$ cat src/rtl/multi_slave_memory_controller_pkg.sv
// Shared types and constants for the multi-slave memory controller.
//   state_t        : controller FSM states
//   DEFAULT_*      : default address map (ROM at 0, RAM at 16 MiB, 16 MiB windows)
//   onehot_decode  : hit vector to lowest-index slave number
package memory_controller_pkg;

  localparam int MAX_SLAVES = 8;
  localparam int IDX_W      = 3;

  typedef enum logic [1:0] {
    ST_IDLE       = 2'd0,
    ST_WAIT_START = 2'd1,
    ST_WAIT_END   = 2'd2,
    ST_DONE       = 2'd3
  } state_t;

  localparam logic [63:0] DEFAULT_ROM_BASE = 64'h0000_0000_0000_0000;
  localparam logic [63:0] DEFAULT_RAM_BASE = 64'h0000_0000_0100_0000;
  localparam logic [63:0] DEFAULT_MASK     = 64'hFFFF_FFFF_FF00_0000;

  // Scan from the top so the lowest set bit is the one left standing.
  function automatic logic [IDX_W-1:0] onehot_decode(input logic [MAX_SLAVES-1:0] hits);
    logic [IDX_W-1:0] idx;
    idx = 3'd0;
    for (int i = MAX_SLAVES - 1; i >= 0; i--) begin
      idx = hits[i] ? IDX_W'(i) : idx;
    end
    return idx;
  endfunction

endpackage

$ cat src/rtl/multi_slave_memory_controller_address_decoder.sv
// Combinational address decoder.
//   address : byte address to decode
//   hit     : some slave window matches
//   index   : lowest-index matching slave (valid only with hit)
module address_decoder
  import memory_controller_pkg::*;
#(
  parameter int                            NUM_SLAVES = 2,
  parameter int                            ADDR_SIZE  = 64,
  parameter logic [NUM_SLAVES*ADDR_SIZE-1:0] SLAVE_BASE = {DEFAULT_RAM_BASE, DEFAULT_ROM_BASE},
  parameter logic [NUM_SLAVES*ADDR_SIZE-1:0] SLAVE_MASK = {DEFAULT_MASK, DEFAULT_MASK}
) (
  input  logic [ADDR_SIZE-1:0] address,
  output logic                 hit,
  output logic [IDX_W-1:0]     index
);

  logic [MAX_SLAVES-1:0] w_hits;

  // Per-slave window match, padded to the full eight-entry vector.
  always_comb begin
    w_hits = 8'd0;
    for (int i = 0; i < NUM_SLAVES; i++) begin
      w_hits[i] = ((address & SLAVE_MASK[i*ADDR_SIZE +: ADDR_SIZE]) ==
                   SLAVE_BASE[i*ADDR_SIZE +: ADDR_SIZE]);
    end
  end

  assign hit   = |w_hits;
  assign index = onehot_decode(w_hits);

endmodule

$ cat src/rtl/multi_slave_memory_controller.sv
// Registered bus controller: one CPU memory port to NUM_SLAVES busy-pulse slaves.
//   clock/reset          : clock, asynchronous active-low reset
//   transfer_*           : CPU request (enable level) and status (busy/done/error)
//   byte_write_enable    : nonzero = write lanes, zero = read
//   write_data/mem_address/read_data : CPU payload, address, registered read result
//   slave_*              : broadcast address/data/lanes, one-hot selects, per-slave busy/data
module multi_slave_memory_controller
  import memory_controller_pkg::*;
#(
  parameter int                              NUM_SLAVES     = 2,
  parameter int                              ADDR_SIZE      = 64,
  parameter int                              DATA_SIZE      = 64,
  parameter logic [NUM_SLAVES*ADDR_SIZE-1:0] SLAVE_BASE     = {DEFAULT_RAM_BASE, DEFAULT_ROM_BASE},
  parameter logic [NUM_SLAVES*ADDR_SIZE-1:0] SLAVE_MASK     = {DEFAULT_MASK, DEFAULT_MASK},
  parameter int                              TIMEOUT_CYCLES = 255,
  localparam int                             BYTES          = DATA_SIZE / 8
) (
  input  logic                            clock,
  input  logic                            reset,
  input  logic                            transfer_enable,
  input  logic [BYTES-1:0]                byte_write_enable,
  input  logic [DATA_SIZE-1:0]            write_data,
  input  logic [ADDR_SIZE-1:0]            mem_address,
  output logic [DATA_SIZE-1:0]            read_data,
  output logic                            transfer_busy,
  output logic                            transfer_done,
  output logic                            transfer_error,
  output logic [ADDR_SIZE-1:0]            slave_address,
  output logic [DATA_SIZE-1:0]            slave_write_data,
  output logic [BYTES-1:0]                slave_byte_write_enable,
  output logic                            slave_output_enable,
  output logic [NUM_SLAVES-1:0]           slave_chip_select,
  input  logic [NUM_SLAVES*DATA_SIZE-1:0] slave_read_data,
  input  logic [NUM_SLAVES-1:0]           slave_busy
);

  localparam int               CNT_W     = $clog2(TIMEOUT_CYCLES + 1);
  localparam logic [CNT_W-1:0] TMO_LIMIT = CNT_W'(TIMEOUT_CYCLES);

  state_t                r_state, w_state_next;
  logic [ADDR_SIZE-1:0]  r_addr;
  logic [DATA_SIZE-1:0]  r_wdata, r_rdata, w_sel_rdata;
  logic [BYTES-1:0]      r_lanes;
  logic [IDX_W-1:0]      r_index, w_dec_index;
  logic [CNT_W-1:0]      r_count, w_count_inc;
  logic                  r_done, r_error;
  logic                  w_hit, w_sel_busy, w_complete, w_timeout, w_active;

  address_decoder #(
    .NUM_SLAVES(NUM_SLAVES), .ADDR_SIZE(ADDR_SIZE),
    .SLAVE_BASE(SLAVE_BASE), .SLAVE_MASK(SLAVE_MASK)
  ) u_address_decoder (
    .address(mem_address), .hit(w_hit), .index(w_dec_index)
  );

  // Read mux: only the latched slave's busy and data are ever looked at.
  always_comb begin
    w_sel_busy  = 1'b0;
    w_sel_rdata = {DATA_SIZE{1'b0}};
    for (int i = 0; i < NUM_SLAVES; i++) begin
      w_sel_busy  = (r_index == IDX_W'(i)) ? slave_busy[i] : w_sel_busy;
      w_sel_rdata = (r_index == IDX_W'(i)) ? slave_read_data[i*DATA_SIZE +: DATA_SIZE] : w_sel_rdata;
    end
  end

  assign w_count_inc = r_count + CNT_W'(1);

  // State register.
  always_ff @(posedge clock or negedge reset) begin
    if (!reset) r_state <= ST_IDLE;
    else        r_state <= w_state_next;
  end

  // Next-state logic; a busy fall in WAIT_END beats a coincident timeout.
  always_comb begin
    w_state_next = r_state;
    w_complete   = 1'b0;
    w_timeout    = 1'b0;
    case (r_state)
      ST_IDLE: begin
        if (transfer_enable) w_state_next = w_hit ? ST_WAIT_START : ST_DONE;
        else                 w_state_next = ST_IDLE;
      end
      ST_WAIT_START: begin
        if (w_sel_busy) begin
          w_state_next = ST_WAIT_END;
        end else if (w_count_inc == TMO_LIMIT) begin
          w_state_next = ST_DONE;
          w_timeout    = 1'b1;
        end else begin
          w_state_next = ST_WAIT_START;
        end
      end
      ST_WAIT_END: begin
        if (!w_sel_busy) begin
          w_state_next = ST_DONE;
          w_complete   = 1'b1;
        end else if (w_count_inc == TMO_LIMIT) begin
          w_state_next = ST_DONE;
          w_timeout    = 1'b1;
        end else begin
          w_state_next = ST_WAIT_END;
        end
      end
      ST_DONE: begin
        if (transfer_enable) w_state_next = ST_DONE;
        else                 w_state_next = ST_IDLE;
      end
      default: w_state_next = ST_IDLE;
    endcase
  end

  // Request latches, cycle counter, read data capture, done pulse and error flag.
  always_ff @(posedge clock or negedge reset) begin
    if (!reset) begin
      r_addr  <= {ADDR_SIZE{1'b0}};
      r_wdata <= {DATA_SIZE{1'b0}};
      r_lanes <= {BYTES{1'b0}};
      r_index <= 3'd0;
      r_count <= {CNT_W{1'b0}};
      r_rdata <= {DATA_SIZE{1'b0}};
      r_done  <= 1'b0;
      r_error <= 1'b0;
    end else begin
      r_done <= (w_state_next == ST_DONE) && (r_state != ST_DONE);
      case (r_state)
        ST_IDLE: begin
          if (transfer_enable) begin
            r_addr  <= mem_address;
            r_wdata <= write_data;
            r_lanes <= byte_write_enable;
            r_index <= w_dec_index;
            r_count <= {CNT_W{1'b0}};
            if (!w_hit) begin
              r_error <= 1'b1;
              r_rdata <= {DATA_SIZE{1'b0}};
            end
          end
        end
        ST_WAIT_START, ST_WAIT_END: begin
          r_count <= w_count_inc;
          if (w_complete && (r_lanes == {BYTES{1'b0}})) r_rdata <= w_sel_rdata;
          if (w_timeout) r_error <= 1'b1;
        end
        ST_DONE: begin
          if (!transfer_enable) r_error <= 1'b0;
        end
        default: r_error <= 1'b0;
      endcase
    end
  end

  // Output decode from registered state and latches.
  always_comb begin
    w_active = (r_state == ST_WAIT_START) || (r_state == ST_WAIT_END);
    for (int i = 0; i < NUM_SLAVES; i++) begin
      slave_chip_select[i] = w_active && (r_index == IDX_W'(i));
    end
    slave_byte_write_enable = w_active ? r_lanes : {BYTES{1'b0}};
    slave_output_enable     = w_active && (r_lanes == {BYTES{1'b0}});
  end

  assign transfer_busy    = w_active;
  assign transfer_done    = r_done;
  assign transfer_error   = r_error;
  assign read_data        = r_rdata;
  assign slave_address    = r_addr;
  assign slave_write_data = r_wdata;

endmodule

$ cat config.mk
export PLATFORM = sky130hd
export DESIGN_NAME = multi_slave_memory_controller
export DESIGN_NICKNAME = d
export VERILOG_FILES = /design/src/rtl/multi_slave_memory_controller_pkg.sv /design/src/rtl/multi_slave_memory_controller_address_decoder.sv /design/src/rtl/multi_slave_memory_controller.sv
export SDC_FILE = /design/constraint.sdc
export NUM_CORES = 1
export LEC_CHECK = 0
export BUFFER_PORTS_ARGS = -buffer_cell sky130_fd_sc_hd__buf_4
export CELL_PAD_IN_SITES_DETAIL_PLACEMENT = 1
export CELL_PAD_IN_SITES_GLOBAL_PLACEMENT = 2
export CORE_MARGIN = 8
export CORE_UTILIZATION = 26
export DETAILED_ROUTE_END_ITERATION = 12
export GPL_TIMING_DRIVEN = 1
export MAX_ROUTING_LAYER = met4
export PLACE_DENSITY_LB_ADDON = 0.25
export SYNTH_ARGS = -nofsm -noshare
export SYNTH_HDL_FRONTEND = slang
export SYNTH_SLANG_ARGS = --single-unit
$ cat constraint.sdc
create_clock -name clock -period 2.3 [get_ports clock]
set_clock_uncertainty 0.1 [all_clocks]
set_input_delay 0.46 -clock clock [delete_from_list [all_inputs] [get_ports clock]]
set_output_delay 0.46 -clock clock [all_outputs]
set_load 0.02 [all_outputs]
==> reports/results.ini, run 1 <==
[layout]
area_delta_synth_final_pct = 63.4
layout-drive-gt1-share_pct = 65.9
fin_cells = 1705
nNetsFinal = 1492
final_cell_area_mm2 = 0.0155

[drt]
viasPerCell = 4.53
wl_per_cell_um = 22.4
vias = 7719
routed_wl_um = 38200
drt_pass1_iterations = 4
drc = 0
drt_iter0_markers = 270
ant_nets = 0

[clocking]
clock_latency_ps = 540
clk_pin_slew_ps = 60
clock-sinks = 213
cts_tree = built
cts_buffer_depth = 3
cts_root_buf = clkbuf_16
numCtsBuffers = 27
htreeDepth = 1

[global_routing]
antenna_found_initial = 1
grt_pass1_vias = 8623
grt_usage_pct = 17.5
grt.overflow.total = 0
grt_pass1_wl_um = 55100
grt_start_max_net_pins = 67

[sta]
finalWorstSetupSlack_ps = -12.1
maxSlewHeadroom_pct = 59.6
max_freq_mhz = 433
fin_crit_sh_pct = 101
setup_viol = 2
period_needed_ps = 2310
drv_slew = 0
worst_pin_slew_ps = 606
rsz0062_at_grt = true
hold_violations = 0
setup-tns-final_ps = -21.7

[yosys]
yosysTopAreaCell = dfrtp_1
synth_most_common_cell = dfrtp_1
ys_seq_elements = 213
syn_nets = 929
ys_seq_area_share_pct = 56.3
synth_edf_count = 0
synth_flop_cell = dfrtp_1
syn_area_mm2 = 0.00946
ys_types = 48
synth_area_per_cell_um2 = 14.5
async_reset_ff_share_pct = 100
syn_inst = 654
synth_top_area_share_pct = 56.3
synth_common_cells = dfrtp_1 (213), mux2_2 (140), a22o_1 (69)
synth_area_leaders = dfrtp_1 (56%), mux2_2 (17%), mux2_4 (9.5%)
yosysWarnings = 0

[floorplanning]
dieArea_mm2 = 0.0427
io_pins = 475
die_y_um = 207
core_area_mm2 = 0.0363
fp.dieW_um = 207
rows = 70
initial_core_util_pct = 26.1

[worst_setup_path]
path_buf_inv = 4
crit_chain = inv_2 -> ha_4 -> buf_6 -> buf_6 -> and2_4 -> buf_6
cpLargestDelayFamily = buffers and inverters
reg2reg_from = r_lanes[3]
cp_data_required_time_ps = 1740
worstSetupStartpointType = flop
r2r_setup_slack_ps = 70
r2r_end = read_data[1]
cp.depth = 6
worst_path_max_delay_cell = dfrtp_1
rr_worst_depth = 7
cpMostUsedCell = buf_6
end_kind = output pin
cp-startpoint = r_state[0]
critPathMaxStageDelay_ps = 390
path_max_fanout = 4
crit_end = slave_chip_select[1]
cp.arrival_ps = 1750
crit_type = flop to output pin

[place]
dpl_cell_area_mm2 = 0.0140
pre_cts_ws_ps = -278
gp_congestion = 0.810
dp.cells = 1613
io_buffer_count = 474
dp_hpwl_um = 29800

[status]
violations = negative setup slack
status = finished, violations left

[power]
finalPower_mw = 24.6
leakagePower_nw = 7.50
power_density_mw_per_mm2 = 1590
irDropWorstVdd_uv = 966

[job]
cap_violations = 0

[min_path]
min_path_type = input port to flop

[cells in the final DEF, fill, tap and decap left out, types with 3 or more instances in the layout]
cell type,instances
clkbuf_1,4
buf_4,532
mux2_2,140
nand2_1,15
inv_2,3
buf_12,10
buf_6,9
a32oi_1,3
a22o_1,69
o21ai_0,10
ha_1,4
nand4_1,4
mux2i_1,3
a21boi_0,3
inv_1,5
and3b_1,3
nor2b_1,3
nor2_1,10
nor4_1,9
clkbuf_16,27
nand3_1,3
clkbuf_8,4
a21oi_1,5
clkinv_2,6
and2_1,9
mux2_4,60
bufinv_16,5
dlygate4sd3_1,25
dfrtp_1,213
nor3_1,3
[worst min path at each step]
stage                     slack, ps              endpoint  cells past startpoint           start
final                            40  slave_write_data[14]                      2  write_data[14]
after CTS                       0.2      slave_address[4]                      2  mem_address[4]
after global placement          380     slave_address[61]                      1           reset
after floorplan                  60            r_count[0]                      0           reset
after global routing              7  slave_write_data[56]                      2  write_data[56]
after detailed placement        390     slave_address[34]                      1           reset
[routing by layer]
| metal | share of wire (%) | vias to the layer above | wire, um | track usage [%] |
|---|---|---|---|---|
| met5 | 0 | - | 0 | - |
| met4 | 2.6 | 0 | 983 | 4.39 |
| met3 | 5.7 | 57 | 2190 | 4.59 |
| met2 | 55 | 197 | 21000 | 31.7 |
| met1 | 37 | 3941 | 14000 | 18.9 |
| li1 | - | 3524 | - | - |
[power by group]
group | leakage [nW] | switching [mW] | total, mW | internal [mW]
combinational | 4.43 | 6.54 | 13.6 | 7.03
sequential | 2.60 | 1.01 | 6.53 | 5.52
clock | 0.470 | 1.69 | 4.53 | 2.84
[worst register-to-register path, stage by stage, from the launching register on]
cell and delay [ps]:
dfrtp_1 410, nor4_2 300, buf_4 160, a41oi_1 180, a211oi_4 240, buf_12 200
buf_16 190, mux2_2 350
[per-stage QoR]
step / utilization, % / hold slack [ps]
3_5_place_dp: 38.6 / 393
4_1_cts: 42.3 / 0.213
3_3_place_gp: 38.6 / 385
2_1_floorplan: - / 64.4
5_1_grt: 42.6 / 6.64
6_report: 42.6 / 40.6
[cell type report]
class	instances	area, um2
multi-input cells	388	3940
fillers	3922	20800
well taps	468	586
clock inverters	13	208
repair buffers	579	4620
flip-flops and latches	213	5330
inverters	8	30.0
diodes	1	2.50
clock buffers	35	746
[timing repair]
action                     CTS  global route
hold endpoints to repair    81             0
gates resized for setup     14             7
gates cloned                 1             0
buffers inserted             9             9
setup endpoints to repair   75            44
pin swaps                    5             2
hold buffers                25             0
[flip-flops by register name, indices dropped and copies added (netlist names)]
name              flops
read_data            64
slave_address        64
slave_write_data     64
r_count               8
r_lanes               8
r_state               2
r_index               1
transfer_done         1
transfer_error        1
[cell families after synthesis]
group	share of synthesized area, %
DFF	56.3
muxes	26.7
AOI/OAI and AO/OA	9.26
and+or+nand+nor	4.26
buffers and inverters	2.69
adders and majority gates	0.794
No activity file was read; power rests on OpenSTA's default activity.
==> inputs of run 2 (changes only) <==
Settings changed: ABC_CLOCK_PERIOD_IN_PS set to 2300, CAP_MARGIN set to 20, CORE_ASPECT_RATIO set to 1.4.
==> run 2 against run 1 <==
The flow now finishes without violations. Maximum frequency rose by 3.0%. Register-to-register slack improved by 80 ps. Worst hold slack improved by 21 ps. Total power fell by 2.3%. Critical endpoint is now slave_chip_select[0].
==> reports/results.ini, run 2 (synthesis results as in run 1) <==
[drt]
drt_iter0_markers = 178  ; -34%
wl_per_cell_um = 22.7  ; +1.3%
vias = 7690  ; -0.38%
viasPerCell = 4.58  ; +1.2%
drc = 0  ; unchanged
drt_pass1_iterations = 4  ; unchanged
ant_nets = 0  ; unchanged
routed_wl_um = 38100  ; -0.29%

[power]
leakagePower_nw = 7.38  ; -1.7%
p_int_mw = 15.0  ; -2.5%
seqPwrFrac_pct = 27.1  ; +0.6 points
swShare_pct = 37.7  ; +0.15 points
p_sw_mw = 9.07  ; -1.9%
power_density_mw_per_mm2 = 1590  ; -0.15%
share_comb_of_total_power_pct = 54.8  ; -0.3 points
irDropWorstVdd_uv = 1260  ; +30%
clkPwrFrac_pct = 18.1  ; -0.3 points

[min_path]
hold_depth = 2  ; unchanged
min_path_type = input port to flop

[layout]
nNetsFinal = 1469  ; -1.5%
regArea_mm2 = 0.00533  ; unchanged
multi_input_area_mm2 = 0.00392  ; -0.32%
nFillCells = 3861  ; -1.6%
layout_commonest_cell = buf_4
final_cell_area_mm2 = 0.0151  ; -2.1%
final_cell_mix = buf_4 (540), dfrtp_1 (213), mux2_2 (140)
area_delta_synth_final_pct = 59.9
layout-drive-gt1-share_pct = 66.9  ; +1.0 points

[sta]
maxSlewHeadroom_pct = 68.9  ; +9.3 points
setup_viol = 0  ; -2
finalWorstSetupSlack_ps = 55.5  ; +67.6 ps
max_freq_mhz = 446  ; +3.0%
drv_slew = 0  ; unchanged
period_needed_ps = 2240  ; -67.6 ps
rsz0062_at_grt = true
fin_crit_sh_pct = 97.6  ; -2.9 points
worst_pin_slew_ps = 462  ; -144 ps
hold_violations = 0  ; unchanged

[clocking]
cts_buffer_depth = 3  ; unchanged
cts_root_buf = clkbuf_16
numCtsBuffers = 26  ; -3.7%
clock-sinks = 213  ; unchanged
cts_tree = built
clock_latency_ps = 520  ; -20 ps
htreeDepth = 1  ; unchanged
clk_pin_slew_ps = 60  ; about the same

[global_routing]
grt_pass1_vias = 8847  ; +2.6%
antenna_found_initial = 3  ; +2
grt.overflow.total = 0  ; unchanged
grtUsageMet1_pct = 17.6  ; -1.3 points
use_met3_pct = 4.21  ; -0.38 points
use_met2_pct = 33.1  ; +1.4 points
busiest_layer = met2
grt_pass1_wl_um = 56500  ; +2.5%
grt_usage_pct = 17.8  ; +0.24 points
grt_start_max_net_pins = 57  ; -15%

[worst_setup_path]
path_max_fanout = 7  ; +3
crit_type = flop to output pin
cp.arrival_ps = 1680  ; -70 ps
worstSetupStartpointType = flop
rr_worst_depth = 7  ; unchanged
end_kind = output pin
cp_data_required_time_ps = 1740  ; about the same

[place]
dpl_cell_area_mm2 = 0.0141  ; +0.63%
pre_cts_ws_ps = -585  ; -307 ps
dp_hpwl_um = 30300  ; +1.7%
io_buffer_count = 474  ; unchanged
gp_congestion = 0.837  ; +3.4%

[floorplanning]
fp.dieW_um = 177  ; -14%
dieArea_mm2 = 0.0428  ; +0.20%
io_pins = 475  ; unchanged
rows = 82  ; +17%
die_y_um = 242  ; +17%
core_area_mm2 = 0.0358  ; -1.2%
initial_core_util_pct = 26.4  ; +0.33 points

[status]
status = complete, no violations

[job]
cap_violations = 0  ; unchanged

run 2: changes by cell type in the layout (fill, tap and decap cells not counted), moves of 2 or more:
| cell | change |
|---|---|
| buf_4 | +8 |
| buf_16 | -2 |
| dlygate4sd3_1 | -24 |
| diode_2 | +2 |
| clkinv_2 | -2 |
| buf_6 | -5 |
| clkbuf_1 | +4 |
run 2: layout make-up:
| class | instances | share of cell area, % |
|---|---|---|
| diodes | 3 | 0.0496 |
| clock buffers | 39 | 5.03 |
| clock inverters | 9 | 0.985 |
| flip-flops and latches | 213 | 35.2 |
| multi-input cells | 388 | 25.9 |
| inverters | 8 | 0.199 |
| well taps | 462 | 3.82 |
| repair buffers | 557 | 28.7 |
run 2: path summary, 6_finish.rpt:
kind / start / endpoint / slack (ps)
hold reg to reg: slave_address[59] / slave_address[59] / 400
hold / removal: write_data[63] / slave_write_data[63] / 60
min in group asynchronous: reset / slave_address[44] / 320
max in group asynchronous: reset / slave_address[2] / 1140
setup reg to reg: r_lanes[6] / read_data[2] / 150
setup / recovery: r_state[0] / slave_chip_select[0] / 60
run 2: power groups by stage:
stage          Combinational [mW]  Clock, mW  Sequential (mW)
6_report                     13.2       4.35             6.53
5_1_grt                      14.0       4.62             6.76
4_1_cts                      13.5       4.51             6.54
3_5_place_dp                 13.2          0             6.55
3_3_place_gp                 13.0          0             6.49
2_1_floorplan                5.77          0             8.33
run 2: metrics by stage:
step | TNS [ps] | util [%] | power [mW] | hold slack [ps] | cells
6_report | 0 | 42.2 | 24.1 | 61.7 | 1679
5_1_grt | -23.3 | 42.2 | 25.4 | 37.3 | 1679
4_1_cts | -39.2 | 42.2 | 24.5 | 28.5 | 1675
3_5_place_dp | -36410 | 39.3 | 19.7 | 274 | 1618
3_3_place_gp | -36920 | 39.3 | 19.5 | 273 | 1618
2_1_floorplan | 0 | - | 14.1 | 64.4 | 654
run 2: per-layer routing:
metal / wire (um) / part of all wire, %
met5: 0 / 0
met4: 1080 / 2.8
met3: 2250 / 5.9
met2: 21400 / 56
met1: 13300 / 35
run 2: worst max-delay path: stages, from the launching register on:
cell and delay (ps):
dfrtp_1 390, inv_2 90, ha_4 210, inv_2 150
nor2_4 60, buf_6 110, buf_4 140
run 2: repair_timing:
action                                  4_1_cts  5_1_grt
hold buffers                                  1        0
setup buffers                                 9        2
endpoints found under the hold margin        30        0
endpoints found under the setup margin       74       11
resized for setup                             8        4
pin swaps                                     4        2
==> inputs of run 3 (changes only) <==
Settings changed: PLACE_DENSITY set to 0.84, PLACE_DENSITY_LB_ADDON 0.25 to unset.
==> run 3 against run 2 <==
The flow now finishes with violations (negative setup slack). Routed wire length is 0.33% lower. Global-route usage barely moved. Critical path depth is the same. Critical endpoint is now slave_chip_select[1]. Highest routed layer unchanged.
==> reports/results.ini, run 3 (synthesis results as in run 1) <==
[clocking]
cts_buffer_depth = 3  ; unchanged
cts_tree = built
cts_root_buf = clkbuf_16
htreeDepth = 1  ; unchanged
numCtsBuffers = 23  ; -12%
clk_pin_slew_ps = 60  ; about the same
clock-sinks = 213  ; unchanged
clock_latency_ps = 510  ; about the same

[floorplanning]
die_y_um = 242  ; unchanged
fp.dieW_um = 177  ; unchanged
rows = 82  ; unchanged
io_pins = 475  ; unchanged
dieArea_mm2 = 0.0428  ; unchanged
core_area_mm2 = 0.0358  ; unchanged
initial_core_util_pct = 26.4  ; unchanged

[layout]
layout-drive-gt1-share_pct = 66.6  ; -0.33 points
nFillCells = 3833  ; -0.73%
insertedDiodeCount = 0  ; -3
final_cell_area_mm2 = 0.0150  ; -0.94%
area_delta_synth_final_pct = 58.4
nNetsFinal = 1459  ; -0.68%
layout_commonest_cell = buf_4
final_cell_mix = buf_4 (526), dfrtp_1 (213), mux2_2 (140)

[job]
cap_violations = 0  ; unchanged

[sta]
worst_pin_slew_ps = 608  ; +146 ps
setup-tns-final_ps = -14.4  ; -14.4 ps
setup_viol = 2  ; +2
drv_slew = 0  ; unchanged
rsz0062_at_grt = true
max_freq_mhz = 432  ; -2.9%
finalWorstSetupSlack_ps = -12.5  ; -67.9 ps
period_needed_ps = 2310  ; +67.9 ps
hold_violations = 0  ; unchanged
maxSlewHeadroom_pct = 59.5  ; -9.4 points
fin_crit_sh_pct = 101  ; +3.0 points

[global_routing]
grt_pass1_vias = 9063  ; +2.4%
antenna_found_initial = 0  ; -3
grt_pass1_wl_um = 56500  ; about the same
grt.overflow.total = 0  ; unchanged
grt_start_max_net_pins = 66  ; +16%
grt_usage_pct = 17.8  ; about the same

[place]
dpl_cell_area_mm2 = 0.0140  ; -0.76%
dp_hpwl_um = 29700  ; -2.1%
gp_congestion = 0.846  ; +1.1%
io_buffer_count = 474  ; unchanged

[power]
irDropWorstVdd_uv = 849  ; -32%
leakagePower_nw = 7.28  ; -1.3%
finalPower_mw = 23.5  ; -2.2%
power_density_mw_per_mm2 = 1570  ; -1.3%

[status]
status = finished, violations left
violations = negative setup slack

[worst_setup_path]
cp.arrival_ps = 1750  ; +70 ps
crit_chain = inv_2 -> ha_4 -> buf_6 -> and2_4 -> buf_12 -> buf_8
end_kind = output pin
cp_data_required_time_ps = 1740  ; about the same
crit_type = flop to output pin
worstSetupStartpointType = flop
worst_path_max_delay_cell = dfrtp_1
critPathMaxStageDelay_ps = 400  ; about the same
cpLargestDelayFamily = buffers and inverters
path_max_fanout = 8  ; +1
path_buf_inv = 4  ; unchanged

[drt]
ant_nets = 0  ; unchanged
vias = 7632  ; -0.75%
wl_per_cell_um = 22.9  ; +0.93%
drc = 0  ; unchanged
viasPerCell = 4.60  ; +0.50%
drt_iter0_markers = 145  ; -19%
drt_pass1_iterations = 4  ; unchanged
routed_wl_um = 37900  ; -0.33%

[min_path]
min_path_type = input port to flop

==> run 3: changes by cell type in the layout (fill, tap and decap cells not counted), sizes merged, moves of 2 or more <==
| cell | delta |
|---|---|
| clkbuf | -3 |
| clkinv | -2 |
| diode | -3 |
| bufinv | -4 |
| buf | -9 |
==> run 3: final cells by class <==
class / instances / area, um2 / share of cell area [%]
flip-flops and latches: 213 / 5330 / 35.6
repair buffers: 550 / 4410 / 29.4
multi-input cells: 388 / 3940 / 26.3
clock buffers: 35 / 681 / 4.54
well taps: 462 / 578 / 3.86
inverters: 8 / 30.0 / 0.200
clock inverters: 2 / 13.8 / 0.0919
==> run 3: worst paths after layout <==
check | slack [ps] | endpoint | cells past startpoint | startpoint
min in group asynchronous | 420 | slave_address[55] | 2 | reset
min reg2reg | 400 | slave_write_data[41] | 1 | slave_write_data[41]
max in group asynchronous | 1020 | read_data[59] | 3 | reset
max | -10 | slave_chip_select[1] | 6 | r_state[0]
min | 80 | slave_write_data[1] | 2 | write_data[1]
max reg2reg | 70 | read_data[21] | 7 | r_lanes[2]
==> run 3: per-stage QoR <==
stage / util [%] / setup slack, ps / instances / hold slack, ps
3_5_place_dp: 39.0 / -328 / 1602 / 389
5_1_grt: 41.8 / -78.4 / 1658 / 51.0
4_1_cts: 41.6 / -60.8 / 1652 / 42.6
6_report: 41.8 / -12.5 / 1658 / 78.3
3_3_place_gp: 39.0 / -305 / 1602 / 383
2_1_floorplan: - / 10.9 / 654 / 64.4
==> run 3: routing by layer <==
layer	part of all wire, %	vias up	track usage [%]	routed length (um)
met3	4.0	46	2.70	1520
met2	57	239	33.3	21600
met4	2.3	0	5.01	854
met5	0	-	-	0
li1	-	3458	-	-
met1	37	3889	18.8	13900
==> run 3: what timing repair did <==
action | CTS | global route
endpoints found under the hold margin | 52 | 0
pin swaps | 4 | 3
buffers inserted | 10 | 5
gates cloned | 2 | 1
endpoints found under the setup margin | 75 | 61
resized for setup | 13 | 8
hold buffers | 1 | 0
==> run 3: worst reg2reg max path: cells and delay by family, from the launching register on <==
family | cells | cell delay [ps]
buffers and inverters | 3 | 560
AND/OR/NAND/NOR | 1 | 290
AO/OA/AOI/OAI | 2 | 450
multiplexers | 1 | 320
flip-flops | 1 | 400
==> run 3: report_power, final <==
group          total (mW)  switching [mW]  internal, mW
clock network        3.52            1.50          2.02
registers            6.58            1.06          5.52
logic                13.4            6.54          6.91
total                23.5            9.10          14.4
